<file path="config.mk">
export PLATFORM = sky130hd
export DESIGN_NAME = fetch_stage
export DESIGN_NICKNAME = d
export VERILOG_FILES = /design/src/rtl/fetch_stage_pkg.sv /design/src/rtl/fetch_stage_if_id.sv /design/src/rtl/fetch_stage.sv
export SDC_FILE = /design/constraint.sdc
export NUM_CORES = 1
export LEC_CHECK = 0
export BUFFER_PORTS_ARGS = -buffer_cell sky130_fd_sc_hd__buf_2
export CAP_MARGIN = 20
export CORE_ASPECT_RATIO = 1.4
export CORE_MARGIN = 5
export CORE_UTILIZATION = 50
export CTS_CLUSTER_DIAMETER = 150
export CTS_CLUSTER_SIZE = 12
export DETAILED_ROUTE_END_ITERATION = 10
export GPL_TIMING_DRIVEN = 0
export PLACE_DENSITY = 0.8
export SYNTH_ARGS = -nofsm -noshare
export SYNTH_HDL_FRONTEND = slang
export SYNTH_HIERARCHICAL = 1
export SYNTH_SLANG_ARGS = --single-unit
</file>
<file path="constraint.sdc">
create_clock -name clk -period 2.75 [get_ports clk]
set_input_delay 0.275 -clock clk [delete_from_list [all_inputs] [get_ports clk]]
set_output_delay 0.275 -clock clk [all_outputs]
set_load 0.1 [all_outputs]
</file>
<file path="src/rtl/fetch_stage_pkg.sv">
// Shared constants and types for the instruction-fetch stage.
package fetch_stage_pkg;

  localparam logic [31:0] FS_PC_RESET = 32'h0000_0000;
  localparam logic [31:0] NOP         = 32'h0000_0000;

  typedef enum logic [1:0] {
    S_START = 2'd0,
    S_FETCH = 2'd1,
    S_HOLD  = 2'd2
  } fetch_state_e;

  typedef struct packed {
    logic [31:0] instr;
    logic [31:0] pc4;
    logic        valid;
  } if_id_t;

endpackage

</file>
<file path="src/rtl/fetch_stage_if_id.sv">
// IF/ID pipeline register: reset clears everything, clr inserts a bubble (nop),
// en loads a new instruction, otherwise the contents are held.
module if_id_reg
  import fetch_stage_pkg::*;
(
  input  logic   clk,
  input  logic   rst,
  input  logic   en,
  input  logic   clr,
  input  if_id_t data,
  output if_id_t q
);

  // Bubble takes precedence over load; pc4 is left untouched on a bubble.
  always_ff @(posedge clk) begin
    if (rst) begin
      q.instr <= NOP;
      q.pc4   <= 32'h0;
      q.valid <= 1'b0;
    end else if (clr) begin
      q.instr <= NOP;
      q.valid <= 1'b0;
    end else if (en) begin
      q <= data;
    end
  end

endmodule

</file>
<file path="src/rtl/fetch_stage.sv">
// Instruction fetch stage: PC, fetch FSM, one-entry skid buffer for a stall
// that lands on a completing fetch, pending-redirect latch, and IF/ID register.
module fetch_stage
  import fetch_stage_pkg::*;
#(
  parameter logic [31:0] PC_RESET = FS_PC_RESET
) (
  input  logic        clk,
  input  logic        rst,
  input  logic        stall,
  input  logic        branch_taken,
  input  logic [31:0] branch_target,
  output logic        imem_req,
  output logic [31:0] imem_addr,
  input  logic        imem_ready,
  input  logic [31:0] imem_rdata,
  output logic [31:0] if_id_instr,
  output logic [31:0] if_id_pc4,
  output logic        if_id_valid,
  output logic [4:0]  if_id_rs,
  output logic [4:0]  if_id_rt
);

  fetch_state_e state_q, state_d;
  logic [31:0]  pc_q, pc_d;
  logic         redir_q, redir_d;
  logic [31:0]  tgt_q, tgt_d;
  logic [31:0]  buf_instr_q, buf_instr_d;
  logic [31:0]  buf_pc4_q, buf_pc4_d;

  logic         fire;
  logic         take;
  logic [31:0]  pc_plus4;
  logic         ifid_en;
  logic         ifid_clr;
  if_id_t       ifid_d;
  if_id_t       ifid_q;

  assign imem_req  = (state_q == S_FETCH);
  assign imem_addr = pc_q;
  assign fire      = imem_req && imem_ready;
  assign take      = branch_taken && !stall;
  assign pc_plus4  = pc_q + 32'd4;

  // Next-state, PC, redirect latch, skid buffer and IF/ID load/clear decisions.
  always_comb begin
    state_d      = state_q;
    pc_d         = pc_q;
    redir_d      = redir_q;
    tgt_d        = tgt_q;
    buf_instr_d  = buf_instr_q;
    buf_pc4_d    = buf_pc4_q;
    ifid_en      = 1'b0;
    ifid_d.instr = imem_rdata;
    ifid_d.pc4   = pc_plus4;
    ifid_d.valid = 1'b1;
    unique case (state_q)
      S_START: state_d = S_FETCH;
      S_FETCH: begin
        if (fire) begin
          if (redir_q || take) begin
            // Word belongs to the wrong path: drop it and jump.
            pc_d    = redir_q ? tgt_q : branch_target;
            redir_d = 1'b0;
          end else if (stall) begin
            // IF/ID is frozen, so park the word until the stall clears.
            buf_instr_d = imem_rdata;
            buf_pc4_d   = pc_plus4;
            pc_d        = pc_plus4;
            state_d     = S_HOLD;
          end else begin
            pc_d    = pc_plus4;
            ifid_en = 1'b1;
          end
        end else if (take) begin
          // Keep imem_addr stable for the outstanding request; redirect later.
          redir_d = 1'b1;
          tgt_d   = branch_target;
        end
      end
      S_HOLD: begin
        if (!stall) begin
          state_d = S_FETCH;
          if (branch_taken) begin
            pc_d = branch_target;
          end else begin
            ifid_en      = 1'b1;
            ifid_d.instr = buf_instr_q;
            ifid_d.pc4   = buf_pc4_q;
          end
        end
      end
      default: state_d = S_START;
    endcase
    ifid_clr = take || (!stall && !ifid_en);
  end

  // Control state with synchronous reset.
  always_ff @(posedge clk) begin
    if (rst) begin
      state_q <= S_START;
      pc_q    <= PC_RESET;
      redir_q <= 1'b0;
    end else begin
      state_q <= state_d;
      pc_q    <= pc_d;
      redir_q <= redir_d;
    end
  end

  // Redirect target and skid-buffer payload; their validity lives in control state.
  always_ff @(posedge clk) begin
    tgt_q       <= tgt_d;
    buf_instr_q <= buf_instr_d;
    buf_pc4_q   <= buf_pc4_d;
  end

  if_id_reg u_if_id (
    .clk  (clk),
    .rst  (rst),
    .en   (ifid_en),
    .clr  (ifid_clr),
    .data (ifid_d),
    .q    (ifid_q)
  );

  assign if_id_instr = ifid_q.instr;
  assign if_id_pc4   = ifid_q.pc4;
  assign if_id_valid = ifid_q.valid;
  assign if_id_rs    = ifid_q.instr[25:21];
  assign if_id_rt    = ifid_q.instr[20:16];

endmodule

</file>
# Word-level counts from Yosys, hierarchy flattened
# Index checks and enable logic that the tools add are counted.
# totals
regBits,196
out_inout_bits,108
word_cells,61
# op_classes
n_addsub,1
eq_ne,8
n_mux,23
n_bitwise,3
reduce_logical,17
# ops
cell,n
$mux 64,3
$mux 32,5
$pmux 32 s2,1
$add 32x3->32 const B,1
$reduce_and 4->1,3
$mux 1,8
$mux 2,4
$ne 2x2->1 const B,4
$pmux 2 s3,1
$reduce_and 3->1,2
$ne 2x1->1 const B,2
$reduce_bool 2->1,2
$logic_and 1x1->1,3
$not 1->1,3
$eq 2x1->1 const B,1
$eq 2x2->1 const B,1
$logic_not 1->1,2
$logic_not 2->1,1
$logic_or 1x1->1,2
$pmux 1 s2,1
$reduce_and 2->1,1
$reduce_or 2->1,1

# Longest topological paths before layout
# Gate-level depths: netlist of the first run.
# depth
depth_word,11
depth_mapped,10
ltp_nobuf,8

# Modules after synthesis
# The synthesis of the first run kept the hierarchy.
# by_module_without_submodules
mod,n_inst,cells_each,area_each_um2,seq_area_each_um2
fetch_stage,1,549,6498.7,3583.4
if_id_reg,1,253,2683.8,1301.2

# Worst setup path after synthesis of the first run
# OpenSTA, ideal clock, no wires.
# synth_path
kind,register -> register
from,register state_q[1]
to,register buf_instr_q[0] (enable)
setup_time_ns,0.429
arrival_ns,3.073
required_time_ns,2.321
path_slack_ns,-0.751
stages_incl_launch_ff,5
path_buffers,0
synth_period_minus_slack_ns,3.501
cell_sequence,dfxtp_1 inv_1 ha_1 and3_1 and2_1
# synth_via
elab_chain_cells,3
# synth_lines
item,line,text
from (decl),fetch_stage.sv:24,"fetch_state_e state_q, state_d;"
from (signal assigned),fetch_stage.sv:105,state_q <= state_d;
$eq 2x1->1 (*),fetch_stage.sv:39,assign imem_req = (state_q == S_FETCH);
net imem_req,fetch_stage.sv:13,"output logic imem_req,"
$logic_and 1x1->1,fetch_stage.sv:41,assign fire = imem_req && imem_ready;
$reduce_and 4->1 (no source line) (*),-,
to (signal assigned),fetch_stage.sv:114,buf_instr_q <= buf_instr_d;
to (decl),fetch_stage.sv:28,"logic [31:0] buf_instr_q, buf_instr_d;"
# Mark *: on every way through the listed nets, which the timed path passes. The rest lies on a longest branch.
# A chain may end at the register's enable or synchronous reset.

==> results.yml, run 1 <==
synthesis:
  synth_top_cell_by_area: "edfxtp_1"
  synth-simple-area-share_pct: 15.2
  yosysMostFrequentCell: "dfxtp_1"
  synth_top_flop_cell: "dfxtp_1"
  synth_area_mm2: 0.00918
  synth-edff-count: 96
  synthAdderAreaFrac_pct: 0.681
  synth_nets: 876
  syn_inst: 802
  yosys-top-cells-count: "dfxtp_1 (100), edfxtp_1 (96), mux2_2 (61)"
  synth_area_leaders: "edfxtp_1 (31%), dfxtp_1 (22%), mux2_2 (7.5%)"
  synthXorXnorAreaFrac_pct: 2.58
  ys_warn_count: 6
  synth_top_family_by_area: "simple AND/OR/NAND/NOR gates"
  async_reset_ff_share_pct: 0
  synth_cell_type_count: 67
  yosys_register_bits: 196
  synth_top_area_share_pct: 31.4
  avgSynthCellArea_um2: 11.4
  yosysSeqAreaShare_pct: 53.2
  muxShareOfSynthArea_pct: 11.5
  synth_compound_area_share_pct: 11.5
global_route:
  antenna_found_initial: 1
  grt_use_total_pct: 22.2
  grt_max_degree: 65
  grt_pass1_vias: 7294
  grt_first_pass_wirelength_um: 38000
  overflow: 0
pwr:
  leakage_nw: 4.27
  comb_power_share_pct: 36.5
  switching_share_pct: 40.2
  irDropWorstVdd_uv: 996
  power_frac_seq_pct: 37.8
  p_int_mw: 5.83
  switchingPower_mw: 3.93
  p_clk_share_pct: 25.7
  power_density_mw_per_mm2: 885
die:
  die_h_um: 170
  die_area_mm2: 0.0212
  rows: 58
  core-area_mm2: 0.0180
  die_x_um: 125
  ios: 177
  start_util_pct: 51.0
critical_path:
  cp_slowest_cell: "dfxtp_1"
  criticalPathCategory: "register to register"
  cp.required_ns: 3.07
  cp_max_fo: 19
  crit_chain: "inv_1, ha_1, clkbuf_1, nand2_1, buf_4, clkbuf_2, mux2_2, mux2i_1, nor2_1"
  cp-end-kind: "register"
  crit_path_start_kind: "register"
  crit_arrival_ns: 2.83
  slowest_delay_ns: 0.38
outcome:
  status: "finished, final reports clean"
cts:
  cts_root_buf: "clkbuf_16"
  cts_tree: "yes"
  clk_latency_ns: 0.43
  tritoncts.num_buffers: 17
  h-tree-depth: 4
  cts_buffer_depth: 2
  ctsHoldBuffers: 0
  clkTransAtPathRegs_ns: 0.07
  cts.sinks: 196
route:
  post_drt_wl_per_cell_um: 18.6
  drt_iter0_markers: 477
  drt-total-wl_um: 23400
  drc: 0
  vias: 7145
  antenna_left: 0
  drt_pass1_iterations: 5
  vias_per_cell: 5.70
place:
  hpwlAfterDp_um: 17800
  place_area_mm2: 0.0104
  place_congestion: 0.897
  port_buffers: 176
finish:
  final_nets: 1073
  final_area_mm2: 0.0110
  layout-drive-gt1-share_pct: 33.4
  syn2layout_area_growth_pct: 20.1
  fillers: 1532
  fin_util_pct: 61.3
worst_hold_path:
  hold_path.class: "input pin to register"
sta:
  slew_violations: 0
  period_share_pct: 91.3
  fmax_mhz: 398
  max_slew.worst_pin.slew_ns: 0.836
  final_hold_viol_count: 0
  rsz0062_at_grt: "no"
  setup_viol: 0
  fin_skew_ns: 0.0116
  slew_headroom_pct: 44.1
  period_needed_ns: 2.51
job:
  cap_violations: 0
[cell families after synthesis]
| logic type | Yosys count |
|---|---|
| simple gates | 231 |
| flops | 196 |
| mux | 97 |
| other cells | 1 |
| xor+xnor | 27 |
| fa+ha+maj | 5 |
| buf+inv | 85 |
| compound gates | 160 |
[area by class of cell]
type | instances | area, µm² | area share [%]
multi-input combinational | 521 | 3830 | 34.7
buffer | 72 | 450 | 4.09
inverter | 12 | 45.0 | 0.409
timing repair buffer | 179 | 903 | 8.19
clock buffer | 20 | 457 | 4.14
sequential | 196 | 4900 | 44.4
antenna | 1 | 2.50 | 0.0227
tap | 240 | 300 | 2.72
clock inverter | 12 | 143 | 1.29
[state kept, by name, summed over array words and instances, names as in the netlist]
| signal | cells |
|---|---|
| redir_q | 1 |
| state_q | 2 |
| tgt_q | 32 |
| buf_instr_q | 32 |
| imem_addr | 32 |
| buf_pc4_q | 32 |
| u_if_id/q | 65 |
[stage by stage]
step	power (mW)	setup slack, ns	hold slack [ns]	std cells	TNS, ns
after floorplan	6.38	0.0102	0.374	802	0
after global placement	7.17	-0.00728	0.449	1218	-0.00728
after detailed placement	7.22	-0.0600	0.452	1218	-0.0600
after CTS	9.74	0.0850	0.00761	1250	0
after global routing	10.2	0.0527	0.00820	1253	0
final	9.76	0.240	0.0233	1253	0
[per-layer routing]
layer / up-vias / part of all wire, % / global-route usage, %
met2: 316 / 51 / 39.6
met5: - / 0 / 0
met3: 61 / 6.9 / 5.34
met4: 0 / 3.5 / 10.4
met1: 3378 / 39 / 25.0
li1: 3390 / - / -
[placed cells by master, fill, tap and decap left out, types with 31 or more instances in the layout]
cell type	n
dfxtp_1	90
nand2b_1	34
buf_2	186
mux2_2	61
edfxtp_1	96
mux2i_1	35
nor2_1	49
clkbuf_1	31
nand4bb_1	32
o21ai_1	31
nand2_1	37
[path summary, 6_finish.rpt]
kind / to / slack [ns] / from / cells past startpoint
max reg2reg: u_if_id/q[63] / 0.24 / state_q[0] / 9
max: u_if_id/q[63] / 0.24 / state_q[0] / 9
min reg2reg: u_if_id/q[15] / 0.46 / u_if_id/q[15] / 2
min: buf_instr_q[6] / 0.02 / imem_rdata[6] / 1
[power by group through the flow]
stage	Sequential [mW]	Clock, mW	Combinational (mW)
2_1_floorplan	4.64	0	1.74
3_3_place_gp	3.73	0	3.44
3_5_place_dp	3.74	0	3.47
4_1_cts	3.68	2.56	3.50
5_1_grt	3.72	2.70	3.79
6_report	3.69	2.50	3.56
[worst max-delay path, delay by kind of cell, from the launching register on]
family / cells / cell delay (ns)
fa+ha+maj: 1 / 0.22
buf+inv: 4 / 1.00
flops: 1 / 0.38
mux: 2 / 0.51
simple gates: 2 / 0.28
[what timing repair did]
action,4_1_cts,5_1_grt
endpoints found under the setup margin,3,22
buffers inserted,0,3
pin swaps,0,2
resized for setup,2,6
No activity file was read; power rests on OpenSTA's default activity.
==> run 2, diff against run 1 <==
ABC_AREA = 1   (was unset)
GPL_ROUTABILITY_DRIVEN = 0   (was unset)
==> run 2 against run 1 <==
Effect of this change:
- register-to-register slack better by 0.095 ns
- area after synthesis grew 0.15%
- routed wire length grew 4.4%
- critical endpoint is now u_if_id/q[46]
- clock skew fell by 0.0049 ns
- final cell count grew 28%
- highest routed layer unchanged
- total power increased by 5.5%
- setup slack improved by 0.095 ns
- critical path type unchanged
==> results.yml, run 2 <==
sta:
  period_needed_ns: 2.42
  final_hold_viol_count: 0
  setup_tns_ns: 0
  rsz0062_at_grt: "no"
  slew_violations: 0
  period_share_pct: 87.8
  slew_headroom_pct: 47.3
  setup_viol: 0
  max_slew.worst_pin.slew_ns: 0.788
  fmax_mhz: 414
  hold_slack_ns: 0.0354
  fin_skew_ns: 0.00668
synthesis:
  synth_top_area_share_pct: 31.3
  yosys_register_bits: 196
  synth_top_cell_by_area: "edfxtp_1"
  synth_area_leaders: "edfxtp_1 (31%), dfxtp_1 (22%), nand2_1 (16%)"
  yosys-top-cells-count: "nand2_1 (400), nor2_1 (158), dfxtp_1 (100)"
  avgSynthCellArea_um2: 7.94
  async_reset_ff_share_pct: 0
  synth_top_flop_cell: "dfxtp_1"
  synth-edff-count: 96
  syn_inst: 1158
  ys_warn_count: 6
  yosysSeqAreaShare_pct: 53.1
  synth_nets: 1232
  synth_cell_type_count: 39
  yosysMostFrequentCell: "nand2_1"
  synth_area_mm2: 0.00920
pwr:
  irDropWorstVdd_uv: 849
  leakage_nw: 4.80
  power_density_mw_per_mm2: 931
finish:
  final_common_cell: "nand2_1"
  fin_util_pct: 61.2
  layout-drive-gt1-share_pct: 21.0
  regMostFlops: "u_if_id/q"
  mostFrequentLayoutCells: "nand2_1 (400), buf_2 (204), nor2_1 (157)"
  largest_register_ffs: 65
  syn2layout_area_growth_pct: 20.2
  final_nets: 1430
  antennaDiodeCount: 0
global_route:
  overflow: 0
  grt_pass1_vias: 7927
  grt_use_total_pct: 22.9
  antenna_found_initial: 0
  grt_max_degree: 25
  grt_first_pass_wirelength_um: 39100
critical_path:
  criticalPathCategory: "register to register"
  cp_max_fo: 10
  crit_arrival_ns: 2.72
  cp-end-kind: "register"
  crit_path_start_kind: "register"
  cp.required_ns: 3.06
cts:
  ctsHoldBuffers: 0
  clkTransAtPathRegs_ns: 0.07
  cts_tree: "yes"
  clk_latency_ns: 0.42
  cts_buffer_depth: 2
  tritoncts.num_buffers: 17
  h-tree-depth: 4
  cts_root_buf: "clkbuf_16"
  cts.sinks: 196
die:
  start_util_pct: 50.9
  die_x_um: 125
  ios: 177
  core-area_mm2: 0.0181
  die_area_mm2: 0.0212
  rows: 58
  die_h_um: 170
outcome:
  status: "finished, final reports clean"
route:
  drt-total-wl_um: 24400
  drc: 0
  vias_per_cell: 5.12
  drt_iter0_markers: 650
  vias: 8240
  drt_pass1_iterations: 5
  post_drt_wl_per_cell_um: 15.2
  antenna_left: 0
place:
  hpwlAfterDp_um: 19000
  port_buffers: 175
job:
  cap_violations: 0
worst_hold_path:
  hold_path.class: "input pin to register"
-- run 2: changes by cell type in the layout (fill, tap and decap cells not counted), sizes merged, moves of 15 or more --
cell,change
nand2,+370
a21oi,+56
nand3,+27
mux2i,-35
o21ai,-17
mux2,-62
inv,+63
buf,+15
nor2,+121
clkbuf,-17
nand4bb,-32
nand2b,-34
-- run 2: cell families (layout without fill, tap and decap cells) --
family                     Yosys count  count (layout)  share of synthesized area (%)
and+or+nand+nor                    651             651                           29.2
DFF                                196             196                           53.1
AOI/OAI and AO/OA                  152             152                           8.94
buffers and inverters              144             355                           7.02
xor gates and xnor gates             9               9                           1.02
adders and majority gates            5               5                          0.680
other                                1               1                         0.0408
-- run 2: stage by stage --
step	power (mW)	setup WS (ns)	cells	area (µm²)
6_report	10.3	0.335	1609	11100
5_1_grt	10.8	0.117	1609	11100
4_1_cts	10.3	0.0107	1608	11000
3_5_place_dp	7.91	0.0334	1576	10500
3_3_place_gp	7.81	0.0981	1573	10400
2_1_floorplan	6.97	0.203	1158	9220
-- run 2: final timing paths --
check / startpoint / end / slack, ns / depth (start not counted)
setup reg to reg: state_q[0] / u_if_id/q[46] / 0.33 / 11
hold / removal: imem_rdata[1] / buf_instr_q[1] / 0.04 / 1
hold reg to reg: u_if_id/q[64] / u_if_id/q[64] / 0.46 / 2
setup / recovery: state_q[0] / u_if_id/q[46] / 0.33 / 11
-- run 2: final cells by class --
class,count,area [µm²]
fillers,1624,7020
flip-flops and latches,196,4880
multi-input cells,818,3690
repair buffers,179,966
clock buffers,24,492
plain buffers,66,353
well taps,240,300
inverters,78,293
clock inverters,8,73.8
-- run 2: where the power goes --
part / internal [mW] / switching [mW] / leakage, nW
logic: 0.962 / 3.19 / 2.84
clock network: 1.34 / 1.04 / 0.268
registers: 3.45 / 0.308 / 1.69
total: 5.76 / 4.54 / 4.80
-- run 2: what timing repair did --
item	CTS	global route
gates resized for setup	0	1
setup buffers	0	1
endpoints found under the setup margin	0	60
hold endpoints to repair	0	0
-- run 2: routing by layer --
| metal | track usage [%] | wire, µm | up-vias |
|---|---|---|---|
| met5 | 0 | 0 | - |
| met4 | 14.3 | 1470 | 0 |
| met3 | 4.11 | 1360 | 84 |
| li1 | - | - | 4123 |
| met1 | 25.1 | 9300 | 3701 |
| met2 | 41.0 | 12300 | 332 |
-- run 2: worst max-delay path: stages (launching register included) --
cell and delay [ns]:
dfxtp_1 0.37, inv_1 0.10, ha_1 0.20, buf_2 0.16, nand2_1 0.14, nor2_4 0.05, o21a_1 0.25, nor2_1 0.23
inv_1 0.17, nand2_1 0.27, buf_2 0.28, a21oi_1 0.07
